$ cat src/rtl/counter_nb_if.sv
// Bundle of the counter's control inputs and registered status outputs.
// The master side drives enable/mode/data; the counter sits on the slave side.
interface counter_nb_if #(
  parameter int WIDTH = 4
) ();
  logic             nb_enable;
  logic [1:0]       nb_mode;
  logic [WIDTH-1:0] nb_D;
  logic [WIDTH-1:0] nb_Q;
  logic             nb_load;
  logic             nb_rco;
  logic [7:0]       nb_wraps;
  logic [1:0]       nb_state;

  modport master (
    output nb_enable, nb_mode, nb_D,
    input  nb_Q, nb_load, nb_rco, nb_wraps, nb_state
  );

  modport slave (
    input  nb_enable, nb_mode, nb_D,
    output nb_Q, nb_load, nb_rco, nb_wraps, nb_state
  );
endinterface

$ cat src/rtl/counter_nb.sv
// Multi-mode up/down/step/load counter with carry pulse and saturating wrap counter.
// Define COUNTER_NB_SAT_EN to clamp at the range ends instead of wrapping.
module counter_nb #(
  parameter int          WIDTH = 4,
  parameter int unsigned STEP  = 3
) (
  input  logic        nb_clk,
  input  logic        nb_reset,
  counter_nb_if.slave bus
);

  typedef enum logic [1:0] {
    IDLE  = 2'b00,
    COUNT = 2'b01,
    LOAD  = 2'b10
  } state_t;

  localparam logic [WIDTH:0]   STEP_EXT = (WIDTH+1)'(STEP);
  localparam logic [WIDTH:0]   ONE_EXT  = (WIDTH+1)'(1);
  localparam logic [WIDTH-1:0] Q_MAX    = '1;

  state_t           state_reg, state_next;
  logic [WIDTH-1:0] q_reg, q_next;
  logic             load_reg, load_next;
  logic             rco_reg, rco_next;
  logic [7:0]       wraps_reg, wraps_next;

  // One extra bit so carry/borrow out of the top is exact for any STEP.
  logic [WIDTH:0] sum_step;
  logic [WIDTH:0] sum_inc;
  logic [WIDTH:0] diff_dec;

  assign sum_step = {1'b0, q_reg} + STEP_EXT;
  assign sum_inc  = {1'b0, q_reg} + ONE_EXT;
  assign diff_dec = {1'b0, q_reg} - ONE_EXT;

  always_ff @(posedge nb_clk or negedge nb_reset) begin
    if (!nb_reset) begin
      state_reg <= IDLE;
    end else begin
      state_reg <= state_next;
    end
  end

  // Next state depends only on sampled inputs, so the unused 2'b11 encoding recovers in one edge.
  always_comb begin
    state_next = IDLE;
    q_next     = q_reg;
    load_next  = 1'b0;
    rco_next   = 1'b0;
    wraps_next = wraps_reg;
    if (bus.nb_enable) begin
      case (bus.nb_mode)
        2'b00: begin
          state_next = COUNT;
          rco_next   = sum_step[WIDTH];
`ifdef COUNTER_NB_SAT_EN
          q_next = sum_step[WIDTH] ? Q_MAX : sum_step[WIDTH-1:0];
`else
          q_next = sum_step[WIDTH-1:0];
`endif
        end
        2'b01: begin
          state_next = COUNT;
          rco_next   = diff_dec[WIDTH];
`ifdef COUNTER_NB_SAT_EN
          q_next = diff_dec[WIDTH] ? '0 : diff_dec[WIDTH-1:0];
`else
          q_next = diff_dec[WIDTH-1:0];
`endif
        end
        2'b10: begin
          state_next = COUNT;
          rco_next   = sum_inc[WIDTH];
`ifdef COUNTER_NB_SAT_EN
          q_next = sum_inc[WIDTH] ? Q_MAX : sum_inc[WIDTH-1:0];
`else
          q_next = sum_inc[WIDTH-1:0];
`endif
        end
        default: begin
          state_next = LOAD;
          q_next     = bus.nb_D;
          load_next  = 1'b1;
          wraps_next = '0;
        end
      endcase
    end
    if (rco_next && (wraps_reg != 8'hFF)) begin
      wraps_next = wraps_reg + 8'd1;
    end
  end

  always_ff @(posedge nb_clk or negedge nb_reset) begin
    if (!nb_reset) begin
      q_reg     <= '0;
      load_reg  <= 1'b0;
      rco_reg   <= 1'b0;
      wraps_reg <= '0;
    end else begin
      q_reg     <= q_next;
      load_reg  <= load_next;
      rco_reg   <= rco_next;
      wraps_reg <= wraps_next;
    end
  end

  assign bus.nb_Q     = q_reg;
  assign bus.nb_load  = load_reg;
  assign bus.nb_rco   = rco_reg;
  assign bus.nb_wraps = wraps_reg;
  assign bus.nb_state = state_reg;

endmodule

$ cat src/flat_wrapper.sv
// flat-port wrapper written by rule: the top's interface ports become plain ports
module counter_nb_flat 
#(
  parameter int          WIDTH = 4,
  parameter int unsigned STEP  = 3
)
  (nb_clk, nb_reset, bus_nb_enable, bus_nb_mode, bus_nb_D, bus_nb_Q, bus_nb_load, bus_nb_rco, bus_nb_wraps, bus_nb_state);
  counter_nb_if #(.WIDTH(WIDTH)) bus_i ();
  input  logic nb_clk;
  input  logic nb_reset;
  input wire logic [$bits(bus_i.nb_enable)-1:0] bus_nb_enable;
  input wire logic [$bits(bus_i.nb_mode)-1:0] bus_nb_mode;
  input wire logic [$bits(bus_i.nb_D)-1:0] bus_nb_D;
  output wire logic [$bits(bus_i.nb_Q)-1:0] bus_nb_Q;
  output wire logic [$bits(bus_i.nb_load)-1:0] bus_nb_load;
  output wire logic [$bits(bus_i.nb_rco)-1:0] bus_nb_rco;
  output wire logic [$bits(bus_i.nb_wraps)-1:0] bus_nb_wraps;
  output wire logic [$bits(bus_i.nb_state)-1:0] bus_nb_state;
  assign bus_i.nb_enable = bus_nb_enable;
  assign bus_i.nb_mode = bus_nb_mode;
  assign bus_i.nb_D = bus_nb_D;
  assign bus_nb_Q = bus_i.nb_Q;
  assign bus_nb_load = bus_i.nb_load;
  assign bus_nb_rco = bus_i.nb_rco;
  assign bus_nb_wraps = bus_i.nb_wraps;
  assign bus_nb_state = bus_i.nb_state;
  counter_nb #(.WIDTH(WIDTH), .STEP(STEP)) u_core (.nb_clk(nb_clk), .nb_reset(nb_reset), .bus(bus_i));
endmodule
$ cat config.mk
export PLATFORM = sky130hd
export DESIGN_NAME = counter_nb_flat
export DESIGN_NICKNAME = d
export VERILOG_FILES = /design/src/rtl/counter_nb_if.sv /design/src/rtl/counter_nb.sv /design/src/flat_wrapper.sv
export SDC_FILE = /design/constraint.sdc
export NUM_CORES = 1
export LEC_CHECK = 0
export ABC_AREA = 0
export CAP_MARGIN = 20
export CORE_MARGIN = 4
export CORE_UTILIZATION = 51
export DETAILED_ROUTE_END_ITERATION = 10
export PLACE_DENSITY_LB_ADDON = 0.1
export SLEW_MARGIN = 30
export SYNTH_ARGS = -nofsm -noshare
export SYNTH_HDL_FRONTEND = slang
export SYNTH_SLANG_ARGS = --single-unit
$ cat constraint.sdc
create_clock -name nb_clk -period 5.33 [get_ports nb_clk]
set_input_delay 1.066 -clock nb_clk [delete_from_list [all_inputs] [get_ports nb_clk]]
set_output_delay 1.066 -clock nb_clk [all_outputs]
set_load 0.05 [all_outputs]
==> insert_results.sql <==
INSERT INTO impl_metrics (metric_group, metric, value, unit) VALUES
('finish', 'drive_above_1_share', '0.142', ''),
('critical_path', 'regToRegEndpoint', 'u_core.bus.nb_wraps[4]', ''),
('sta', 'fmax', '0.362', 'GHz'),
('critical_path', 'crit_path_end', 'bus_nb_Q[2]', ''),
('sta', 'final_min_period_over_clock_period', '0.518', ''),
('drt', 'routed_via_density', '5.58', ''),
('clock_tree', 'cts_max_path_buffers', '2', ''),
('critical_path', 'worst_path_dominant_cell_family', 'buffers and inverters', ''),
('floorplanning', 'die_area', '0.00272', 'mm²'),
('clock_tree', 'cts.sink_count', '15', ''),
('synth', 'yosysTopAreaCellShare', '0.377', ''),
('critical_path', 'worst-r2r-setup-slack', '3.34', 'ns'),
('place', 'place.detailed.hpwl', '1.48', 'mm'),
('clock_tree', 'cts-root-buf', 'clkbuf_4', ''),
('synth', 'yosys.cell_types.count', '42', ''),
('synth', 'netlist_top_cells_area', 'dfrtp_1, mux2i_1, ha_1', ''),
('sta', 'clock_skew', '0.00551', 'ns'),
('drt', 'ant_nets', '0', ''),
('drt', 'drcViolationCount', '0', ''),
('critical_path', 'critical_path.cell_chain', 'clkdlybuf4s50_1', ''),
('sta', 'timing.final.max_slew_violations', '0', ''),
('global_routing', 'grt_antenna_before_repair', '0', ''),
('critical_path', 'worst-endpoint-arrival', '1.70', 'ns'),
('floorplanning', 'die_height', '52.2', 'µm'),
('global_routing', 'grt-ovfl-total', '0', ''),
('synth', 'syn_avg_cell_area', '10.3', 'µm²'),
('clock_tree', 'cts.repair.resized', '0', ''),
('outcome', 'status', 'finished, final reports clean', ''),
('critical_path', 'worstReg2RegStart', 'u_core.bus.nb_Q[0]', ''),
('floorplanning', 'fp.coreArea', '0.00178', 'mm²'),
('place', 'gp_routability_congestion', '0.795', ''),
('floorplanning', 'std_cell_rows', '15', ''),
('critical_path', 'critPathCaptureType', 'output port', ''),
('sta', 'tns', '0', 'ns'),
('floorplanning', 'ios', '25', ''),
('global_routing', 'grt_start_max_net_pins', '16', ''),
('drt', 'totalWireLength', '2.01', 'mm'),
('synth', 'synth.ff_latch_count', '15', ''),
('synth', 'ys_async_sr_fraction', '1.00', ''),
('global_routing', 'groute.usage.overall', '0.174', ''),
('drt', 'route.vias.total', '809', ''),
('drt', 'drt_iter0_markers', '16', ''),
('critical_path', 'startpoint_type', 'flop', ''),
('sta', 'setup_viol_count_final', '0', ''),
('synth', 'synth_top_area_cell', 'dfrtp_1', ''),
('finish', 'layout.nets', '133', ''),
('place', 'port_buffers', '24', ''),
('power_and_ir_drop', 'leakage', '0.515', 'nW'),
('critical_path', 'crit_fanout', '9', ''),
('synth', 'syn-num-nets', '109', ''),
('global_routing', 'global_route_wire_length_before_repair', '3.48', 'mm'),
('finish', 'diodes', '0', ''),
('synth', 'ys_dominant_reg_cell', 'dfrtp_1', ''),
('sta', 'grt_setup_unrepaired', 'false', ''),
('clock_tree', 'clock_latency', '0.29', 'ns'),
('critical_path', 'cp.required', '4.26', 'ns'),
('critical_path', 'criticalPathCategory', 'reg -> out', ''),
('synth', 'number_of_enable_flip_flop_cells_after_synthesis', '0', ''),
('critical_path', 'crit_buf_inv', '1', ''),
('clock_tree', 'numCtsBuffers', '3', ''),
('finish', 'final_cell_area', '0.00126', 'mm²'),
('floorplanning', 'floorplan.initialDensity', '0.558', ''),
('synth', 'mappedNetlistArea', '995', 'µm²'),
('sta', 'slew_headroom', '0.562', ''),
('clock_tree', 'cts-hold-fix-buffers', '0', ''),
('critical_path', 'worst_path_max_delay_cell', 'clkdlybuf4s50_1', ''),
('floorplanning', 'die_w', '52.2', 'µm'),
('synth', 'synthesis.yosys.warnings', '0', ''),
('place', 'placed_cell_area', '0.00123', 'mm²'),
('drt', 'avgRoutedWirePerCell', '13.9', 'µm'),
('clock_tree', 'htree_levels', '1', '');
## cell families (layout without fill, tap and decap cells)
kind of cell	Yosys count	in the layout	synth area share
fa+ha+maj	3	3	0.0377
mux	6	6	0.0629
simple gates	33	33	0.205
compound gates	29	29	0.257
buf+inv	11	34	0.0604
flops	15	15	0.377
## area by class of cell
cell class                      instances  area (µm²)  share of cell area
Multi-Input combinational cell         71         559               0.445
Sequential cell                        15         375               0.299
Timing Repair Buffer                   24         240               0.191
Tap cell                               25        31.3              0.0249
Clock buffer                            3        22.5              0.0179
Inverter                                6        22.5              0.0179
Clock inverter                          1        5.00             0.00398
## sequential cells by signal, summed over array words and instances (netlist names)
name and flops:
u_core.bus.nb_state 1, u_core.bus.nb_wraps 8, u_core.bus.nb_load 1, u_core.bus.nb_Q 4
u_core.bus.nb_rco 1
## synthesized netlist by cell type, types with 2 or more instances
master / count
dfrtp_1: 15
nand2_1: 9
inv_1: 6
a31oi_1: 5
mux2i_1: 4
nand3_1: 4
nor2_1: 4
a21oi_1: 3
a311oi_1: 3
ha_1: 3
a211oi_2: 2
and3_1: 2
buf_6: 2
clkbuf_1: 2
mux2_2: 2
nor2b_1: 2
nor3_1: 2
o21ai_0: 2
o221ai_1: 2
## routing by layer
layer  up-vias  routed length (µm)  GRT usage
met3         5                 111     0.0573
met1       376                 986      0.230
met2        18                 883      0.264
li1        410                   -          -
met4         0                  32     0.0638
met5         -                   0          0
## cell usage in the layout (no fill, tap or decap), types with 2 or more instances in the layout
cell / synthesis / final
a211oi_2: 2 / 2
a21oi_1: 3 / 3
a311oi_1: 3 / 3
a31oi_1: 5 / 5
and3_1: 2 / 2
clkbuf_4: 0 / 3
clkdlybuf4s50_1: 0 / 24
dfrtp_1: 15 / 15
ha_1: 3 / 3
inv_1: 6 / 6
mux2_2: 2 / 2
mux2i_1: 4 / 4
nand2_1: 9 / 9
nand3_1: 4 / 4
nor2_1: 4 / 4
nor2b_1: 2 / 2
nor3_1: 2 / 2
o21ai_0: 2 / 2
o221ai_1: 2 / 2
## stage by stage
stage	hold WS, ns	total power, mW	utilization	setup slack (ns)	cells
6_report	0.565	0.405	0.705	2.57	145
5_1_grt	0.611	0.435	0.705	2.47	145
4_1_cts	0.564	0.411	0.705	2.55	145
3_5_place_dp	0.548	0.344	0.689	2.32	141
3_3_place_gp	0.545	0.340	0.689	2.39	141
2_1_floorplan	0.770	0.288	-	3.21	97
## worst min path at each step
| stage | endpoint | start | slack [ns] | cells after the start |
|---|---|---|---|---|
| after floorplan | u_core.bus.nb_Q[0] | nb_reset | 0.77 | 0 |
| after global placement | u_core.bus.nb_wraps[0] | u_core.bus.nb_wraps[0] | 0.54 | 1 |
| final | u_core.bus.nb_wraps[0] | u_core.bus.nb_wraps[0] | 0.56 | 1 |
| after detailed placement | u_core.bus.nb_wraps[0] | u_core.bus.nb_wraps[0] | 0.55 | 1 |
| after CTS | u_core.bus.nb_wraps[0] | u_core.bus.nb_wraps[0] | 0.56 | 1 |
| after global routing | u_core.bus.nb_wraps[0] | u_core.bus.nb_wraps[0] | 0.61 | 1 |
## report_power, final
group          leakage, nW  total [mW]  internal (mW)  switching, mW
logic                0.302       0.184         0.0745          0.110
clock network       0.0177      0.0639         0.0279         0.0360
registers            0.196       0.157          0.129         0.0273
total                0.515       0.405          0.232          0.173
Note: power is estimated with default switching activity, not from simulation.
